[src/rtl/uart_pkg.sv]
// rtl/uart_pkg.sv - shared constants and helpers for the buffered UART transmitter
// Purpose: state encoding, data width and baud divider helper used by
//          uart_tx_buf and uart_byte_fifo.
// Ports:   none (package).
package uart_pkg;

  localparam int UART_DATA_W = 8;

  typedef enum logic [2:0] {
    IDLE   = 3'd0,
    START  = 3'd1,
    DATA   = 3'd2,
    PARITY = 3'd3,
    STOP   = 3'd4
  } tx_state_t;

  // Clocks per bit; integer division, so the line rate rounds toward faster.
  function automatic int calc_bit_cnt(input int clk_freq, input int uart_bps);
    return clk_freq / uart_bps;
  endfunction

endpackage

[src/rtl/uart_byte_fifo.sv]
// rtl/uart_byte_fifo.sv - single-clock synchronous byte FIFO with registered read
// Purpose: queues bytes between the write strobe and the serialiser.
// Ports:   clk, rst (async, active-high)
//          wr_en/wr_data  - push when not full
//          rd_en/rd_data  - pop when not empty; rd_data valid the cycle after rd_en
//          full/empty     - derived from level
//          level          - occupancy, 0..DEPTH
module uart_byte_fifo #(
  parameter int DEPTH = 16,
  parameter int WIDTH = 8
) (
  input  logic                     clk,
  input  logic                     rst,
  input  logic                     wr_en,
  input  logic [WIDTH-1:0]         wr_data,
  input  logic                     rd_en,
  output logic [WIDTH-1:0]         rd_data,
  output logic                     full,
  output logic                     empty,
  output logic [$clog2(DEPTH):0]   level
);

  localparam int PW = $clog2(DEPTH);
  localparam logic [PW:0] FULL_LVL = DEPTH[PW:0];

  logic [WIDTH-1:0] mem [DEPTH];
  logic [PW-1:0]    wr_ptr;
  logic [PW-1:0]    rd_ptr;
  logic             do_wr;
  logic             do_rd;

  assign full  = (level == FULL_LVL);
  assign empty = (level == '0);
  // A write to a full FIFO is refused even if a pop frees a slot this cycle.
  assign do_wr = wr_en & ~full;
  assign do_rd = rd_en & ~empty;

  always_ff @(posedge clk or posedge rst) begin
    if (rst) begin
      wr_ptr  <= '0;
      rd_ptr  <= '0;
      level   <= '0;
      rd_data <= '0;
    end else begin
      if (do_wr) wr_ptr <= wr_ptr + 1'b1;
      if (do_rd) begin
        rd_ptr  <= rd_ptr + 1'b1;
        rd_data <= mem[rd_ptr];
      end
      case ({do_wr, do_rd})
        2'b10:   level <= level + 1'b1;
        2'b01:   level <= level - 1'b1;
        default: level <= level;
      endcase
    end
  end

  // Storage needs no reset; only the pointers define what is valid.
  always_ff @(posedge clk) begin
    if (do_wr) mem[wr_ptr] <= wr_data;
  end

endmodule

[src/rtl/uart_tx_buf.sv]
// rtl/uart_tx_buf.sv - buffered 8N1/8E1/8O1 UART transmitter
// Purpose: absorbs single-cycle byte strobes into a FIFO and serialises them
//          back-to-back on a registered serial line.
// Ports:   clk, rst (async, active-high)
//          tx_wr_en/tx_wr_data - byte strobe in
//          tx_full/tx_empty/tx_level - FIFO status
//          tx_overflow - one-cycle pulse when a write is dropped
//          tx_busy     - frame on the line
//          uart_tx_data - serial out, idle high
module uart_tx_buf import uart_pkg::*; #(
  parameter int CLK_FREQ   = 50000000,
  parameter int UART_BPS   = 115200,
  parameter int FIFO_DEPTH = 16,
  parameter int PARITY_EN  = 0,
  parameter int PARITY_ODD = 0
) (
  input  logic                          clk,
  input  logic                          rst,
  input  logic                          tx_wr_en,
  input  logic [UART_DATA_W-1:0]        tx_wr_data,
  output logic                          tx_full,
  output logic                          tx_empty,
  output logic [$clog2(FIFO_DEPTH):0]   tx_level,
  output logic                          tx_overflow,
  output logic                          tx_busy,
  output logic                          uart_tx_data
);

  localparam int BIT_CNT = calc_bit_cnt(CLK_FREQ, UART_BPS);
  localparam int BW      = (BIT_CNT > 1) ? $clog2(BIT_CNT) : 1;
  localparam logic [BW-1:0] BAUD_LAST = BW'(BIT_CNT - 1);

  tx_state_t              state;
  tx_state_t              state_next;
  logic [BW-1:0]          baud_cnt;
  logic [2:0]             bit_idx;
  logic [UART_DATA_W-1:0] shreg;
  logic                   par_bit;
  logic                   tx_reg;
  logic                   tx_next;
  logic                   rd_en;
  logic                   bit_end;
  logic [UART_DATA_W-1:0] fifo_rd_data;

  uart_byte_fifo #(
    .DEPTH (FIFO_DEPTH),
    .WIDTH (UART_DATA_W)
  ) u_fifo (
    .clk     (clk),
    .rst     (rst),
    .wr_en   (tx_wr_en),
    .wr_data (tx_wr_data),
    .rd_en   (rd_en),
    .rd_data (fifo_rd_data),
    .full    (tx_full),
    .empty   (tx_empty),
    .level   (tx_level)
  );

  assign bit_end      = (state != IDLE) && (baud_cnt == BAUD_LAST);
  assign tx_busy      = (state != IDLE);
  assign uart_tx_data = tx_reg;

  // State register
  always_ff @(posedge clk or posedge rst) begin
    if (rst) state <= IDLE;
    else     state <= state_next;
  end

  // Next-state logic
  always_comb begin
    state_next = state;
    case (state)
      IDLE:    if (!tx_empty) state_next = START;
      START:   if (bit_end) state_next = DATA;
      DATA:    if (bit_end && bit_idx == 3'd7)
                 state_next = (PARITY_EN != 0) ? PARITY : STOP;
      PARITY:  if (bit_end) state_next = STOP;
      STOP:    if (bit_end) state_next = tx_empty ? IDLE : START;
      default: state_next = IDLE;
    endcase
  end

  // Output logic: pop request and the next line level. The line is registered,
  // so it trails the state by one clock; this is the extra cycle between pop
  // and start bit, and it keeps the line aligned with the FIFO's read latency.
  always_comb begin
    rd_en   = 1'b0;
    tx_next = 1'b1;
    case (state)
      IDLE:    rd_en   = !tx_empty;
      START:   tx_next = 1'b0;
      DATA:    tx_next = shreg[0];
      PARITY:  tx_next = par_bit;
      STOP:    rd_en   = bit_end && !tx_empty;
      default: tx_next = 1'b1;
    endcase
  end

  // Baud counter, bit index, shifter and registered line
  always_ff @(posedge clk or posedge rst) begin
    if (rst) begin
      baud_cnt    <= '0;
      bit_idx     <= '0;
      shreg       <= '0;
      par_bit     <= 1'b0;
      tx_reg      <= 1'b1;
      tx_overflow <= 1'b0;
    end else begin
      tx_reg      <= tx_next;
      tx_overflow <= tx_wr_en & tx_full;

      if (state == IDLE || bit_end) baud_cnt <= '0;
      else                          baud_cnt <= baud_cnt + 1'b1;

      // The popped byte sits in the FIFO read register for the whole frame;
      // it is captured into the shifter while the start bit is still going out.
      if (state == START && bit_end) begin
        shreg   <= fifo_rd_data;
        par_bit <= (^fifo_rd_data) ^ PARITY_ODD[0];
      end else if (state == DATA && bit_end) begin
        shreg <= shreg >> 1;
      end

      if (state == DATA && bit_end) bit_idx <= bit_idx + 3'd1;
      else if (state != DATA)       bit_idx <= '0;
    end
  end

endmodule

[config.mk]
export PLATFORM = sky130hd
export DESIGN_NAME = uart_tx_buf
export DESIGN_NICKNAME = d
export VERILOG_FILES = /design/src/rtl/uart_pkg.sv /design/src/rtl/uart_byte_fifo.sv /design/src/rtl/uart_tx_buf.sv
export SDC_FILE = /design/constraint.sdc
export NUM_CORES = 1
export LEC_CHECK = 0
export CORE_ASPECT_RATIO = 1.2
export CORE_MARGIN = 2
export CORE_UTILIZATION = 35
export CTS_BUF_LIST = sky130_fd_sc_hd__clkbuf_2 sky130_fd_sc_hd__clkbuf_4 sky130_fd_sc_hd__clkbuf_8
export DETAILED_ROUTE_END_ITERATION = 6
export GPL_TIMING_DRIVEN = 1
export MAX_ROUTING_LAYER = met4
export PLACE_DENSITY_LB_ADDON = 0.12
export RECOVER_POWER = 50
export REMOVE_ABC_BUFFERS = 1
export SETUP_SLACK_MARGIN = 0.4
export SKIP_CTS_REPAIR_TIMING = 1
export SKIP_LAST_GASP = 1
export SLEW_MARGIN = 5
export SYNTH_ARGS = -nofsm -noshare
export SYNTH_HDL_FRONTEND = slang
export SYNTH_SLANG_ARGS = --single-unit
[constraint.sdc]
create_clock -name clk -period 5.3 [get_ports clk]
set_clock_uncertainty 0.2 [all_clocks]
set_input_delay 1.06 -clock clk [delete_from_list [all_inputs] [get_ports clk]]
set_output_delay 1.06 -clock clk [all_outputs]
set_load 0.005 [all_outputs]
==> results.cfg <==
[worst_setup_path]
cp-end-kind = flip-flop
critPathKind = reg2reg
worstSetupStartpointType = flip-flop
timing.critical_path.slowest_stage_cell = sky130_fd_sc_hd__or3_1
cp-endpoint = u_fifo.level[4]$_DFFE_PP0P_
worst_r2r_startpoint = baud_cnt[2]$_DFF_PP0_
regToRegEndpoint = u_fifo.level[4]$_DFFE_PP0P_
crit_path_start = baud_cnt[2]$_DFF_PP0_
path_delay_family = simple AND/OR/NAND/NOR gates
critical_path.max_stage_delay_ps = 620
path_buf_inv = 2
worstPathArrival_ps = 4360
rr_worst_depth = 12
worstPathRequired_ps = 5440
worst-path-stages = 12
worst-r2r-setup-slack_ps = 1070
crit_fanout = 15
crit_path_cell_trace = or4b_1 > or3_1 > a2111oi_4 > buf_4 > ha_1 > inv_1 > fa_1 > nor2b_1 > o21ai_0 > nand3_1 > or3b_2 > xnor2_1

[min_path]
worst_hold_path_type = reg2reg
holdCritStartpoint = par_bit$_DFFE_PP0P_

[cells_and_area]
antenna_diodes = 0
layout-drive-gt1-share = 0.181
layout.filler_cells = 1935
final_net_count = 484
area_delta_synth_final_pct = 11.8

[global_route]
grt_antenna_before_repair = 0
grt_first_pass_wirelength_um = 22100
grt.overflow.total = 0
track_usage = 0.139
grt_start_max_net_pins = 48
first_global_vias = 3948

[logic_synthesis]
netlist_top_cells_area = sky130_fd_sc_hd__edfxtp_1, sky130_fd_sc_hd__dfrtp_1, sky130_fd_sc_hd__mux4_2
synth_cell_types = 45
dominantRegCellSynth = sky130_fd_sc_hd__edfxtp_1
postSynthRegisterBits = 175
yosys.area.top_type_share = 0.525
largest_family_of_logic_cells_by_synthesized_area = multiplexers
synthesis.area_per_instance_um2 = 16.8
yosys.area_share.simple = 0.0631
seq_total_area_yosys = 0.686
multiplexer_share_of_the_synthesized_area = 0.134
async_reset_ff_frac = 0.269
yosys.area_share.adder = 0.0249
post_synth_inst_count = 435
synth_enable_flop_cells = 128
yosys.area.top_type = sky130_fd_sc_hd__edfxtp_1
synth_compound_gate_area_share = 0.0410
yosys.area_share.xor_xnor = 0.0309
mapped_cell_area_um2 = 7320
synth-warning-count = 0

[sta]
maxSlewViolCount = 48
final.setup.tns_ps = 0
hold-worst-slack_ps = 310
finalSetupViolCount = 0
layout_worst_path_cycle_share = 0.798
fmax_mhz = 237
slew_headroom = -0.253
tightest_slew_ps = 1880
report.final.hold_viol_count = 0
period_needed_ps = 4230
grt_setup_unrepaired = no

[drt]
detailedRoute.firstIterationViolations = 200
route.detailed.drc = 0
num_vias = 3626
final_antenna_net_count = 0
drt_pre_antenna_iters = 4
via_density_per_instance = 4.93
post_drt_wl_per_cell_um = 18.5
drt_wl_total_um = 13600

[die]
std_cell_rows = 57
initial_utilization = 0.359
num_ports = 21
fp.coreArea_um2 = 20400
die-height_um = 162
floorplan.die_area_um2 = 22100
fp.dieW_um = 136

[clocking]
clock_tree_from_tritoncts = yes
clock_tree.htree_level_count = 4
cts.sinks = 175
cts.root.buffer_cell = sky130_fd_sc_hd__clkbuf_8
maximum_count_of_clock_buffers_along_a_single_path = 2
cts-buffers-inserted = 17
clock_insertion_delay_worst_skew_ps = 450
clkTransAtPathRegs_ps = 90

[run]
max-cap-violations = 1

[power]
leakage_nw = 2.85
p_clk_frac = 0.220
peakVddDrop_mv = 0.245
pwr_density_cell_nw_per_um2 = 494
power_report.internal_total_w = 0.00274
p_sw_w = 0.00131
pwr-share-comb = 0.320
reg_power_frac = 0.460
switching_share = 0.323

[placed_design]
hpwlAfterDp_um = 8900
place.gp.congestion = 0.783
port-buffer-count = 20

[run_status]
status = finished with violations
failed_checks = max-capacitance violations, max-slew violations
## synth_stat cells (all sizes together) (2+ instances only)
| library cell | count |
|---|---|
| nand3 | 4 |
| ha | 13 |
| nand4 | 3 |
| nand2 | 18 |
| nor2b | 2 |
| o221ai | 8 |
| dfrtp | 46 |
| xnor2 | 19 |
| a21oi | 12 |
| nand2b | 14 |
| buf | 12 |
| mux4 | 32 |
| o21bai | 2 |
| clkbuf | 10 |
| inv | 13 |
| xor2 | 6 |
| edfxtp | 128 |
| mux2i | 25 |
| or3 | 3 |
| nor3 | 5 |
| o21ai | 7 |
| nor2 | 38 |
## power groups by stage
stage	logic, W	clock network, W	registers [W]
final	0.00129	0.000889	0.00186
after global routing	0.00144	0.000979	0.00190
after CTS	0.00133	0.000927	0.00187
after detailed placement	0.00132	0	0.00190
after global placement	0.00132	0	0.00189
after floorplan	0.000873	0	0.00193
## layout by cell type (no fill, tap or decap), types with 13 or more instances in the layout
master / netlist / layout
sky130_fd_sc_hd__mux4_2: 32 / 32
sky130_fd_sc_hd__nand2b_1: 14 / 14
sky130_fd_sc_hd__ha_1: 13 / 13
sky130_fd_sc_hd__clkbuf_8: 0 / 17
sky130_fd_sc_hd__mux2i_1: 25 / 25
sky130_fd_sc_hd__edfxtp_1: 128 / 128
sky130_fd_sc_hd__nand2_1: 18 / 18
sky130_fd_sc_hd__xnor2_1: 18 / 18
sky130_fd_sc_hd__inv_1: 13 / 13
sky130_fd_sc_hd__nor2_1: 37 / 37
sky130_fd_sc_hd__dfrtp_1: 46 / 45
## cells by family (layout without fill, tap and decap cells)
family | after synthesis | count (layout)
flip-flops | 175 | 175
AND/OR/NAND/NOR | 93 | 93
multiplexers | 58 | 58
AO/OA/AOI/OAI | 35 | 35
buffers and inverters | 35 | 70
XOR/XNOR | 25 | 25
adder cells (fa/ha/maj) | 14 | 14
## state kept, by name, summed over array words and instances, names as in the netlist
name            count
u_fifo.mem        128
par_bit             1
state               3
u_fifo.rd_data      8
u_fifo.wr_ptr       4
tx_overflow         1
u_fifo.level        5
u_fifo.rd_ptr       4
uart_tx_data        1
baud_cnt            9
bit_idx             3
shreg               8
## how the worst min path moves through the flow
stage                           to  slack [ps]  cells past startpoint
2_1_floorplan  par_bit$_DFFE_PP0P_         260                      2
3_3_place_gp   par_bit$_DFFE_PP0P_         280                      2
3_5_place_dp   par_bit$_DFFE_PP0P_         290                      2
4_1_cts        par_bit$_DFFE_PP0P_         310                      2
5_1_grt        par_bit$_DFFE_PP0P_         360                      2
6_report       par_bit$_DFFE_PP0P_         310                      2
## cell type report
type                       count  area [um^2]  share of cell area
clock inverter                13          141              0.0173
inverter                      13         48.8             0.00596
multi-input combinational    225         2150               0.263
timing repair buffer          27          253              0.0309
tap                          265          332              0.0405
clock buffer                  17          234              0.0286
sequential                   175         5020               0.614
## worst register-to-register path: stages, from the launching register on
cell                        delay [ps]
sky130_fd_sc_hd__dfrtp_1           440
sky130_fd_sc_hd__or4b_1            520
sky130_fd_sc_hd__or3_1             620
sky130_fd_sc_hd__a2111oi_4         410
sky130_fd_sc_hd__buf_4             260
sky130_fd_sc_hd__ha_1              250
sky130_fd_sc_hd__inv_1             100
sky130_fd_sc_hd__fa_1              410
sky130_fd_sc_hd__nor2b_1           120
sky130_fd_sc_hd__o21ai_0           110
sky130_fd_sc_hd__nand3_1           100
sky130_fd_sc_hd__or3b_2            450
sky130_fd_sc_hd__xnor2_1           130
## routing by layer
layer	wire [um]	vias to the layer above	part of all wire	global-route usage
met5	0	-	0	-
li1	-	1686	-	-
met1	6120	1888	0.45	0.171
met3	279	13	0.020	0.0274
met4	208	0	0.015	0.0526
met2	7030	39	0.52	0.228
## metrics by stage
| step | power (W) | utilization | instances | area [um^2] | setup WS, ps |
|---|---|---|---|---|---|
| after global routing | 0.00431 | 0.401 | 735 | 8180 | 859 |
| after global placement | 0.00320 | 0.383 | 705 | 7810 | 1320 |
| final | 0.00404 | 0.401 | 735 | 8180 | 1070 |
| after CTS | 0.00413 | 0.401 | 735 | 8190 | 1230 |
| after detailed placement | 0.00322 | 0.383 | 705 | 7810 | 1250 |
| after floorplan | 0.00280 | - | 413 | 7220 | 1280 |
Power figures use the tool's default switching activity.
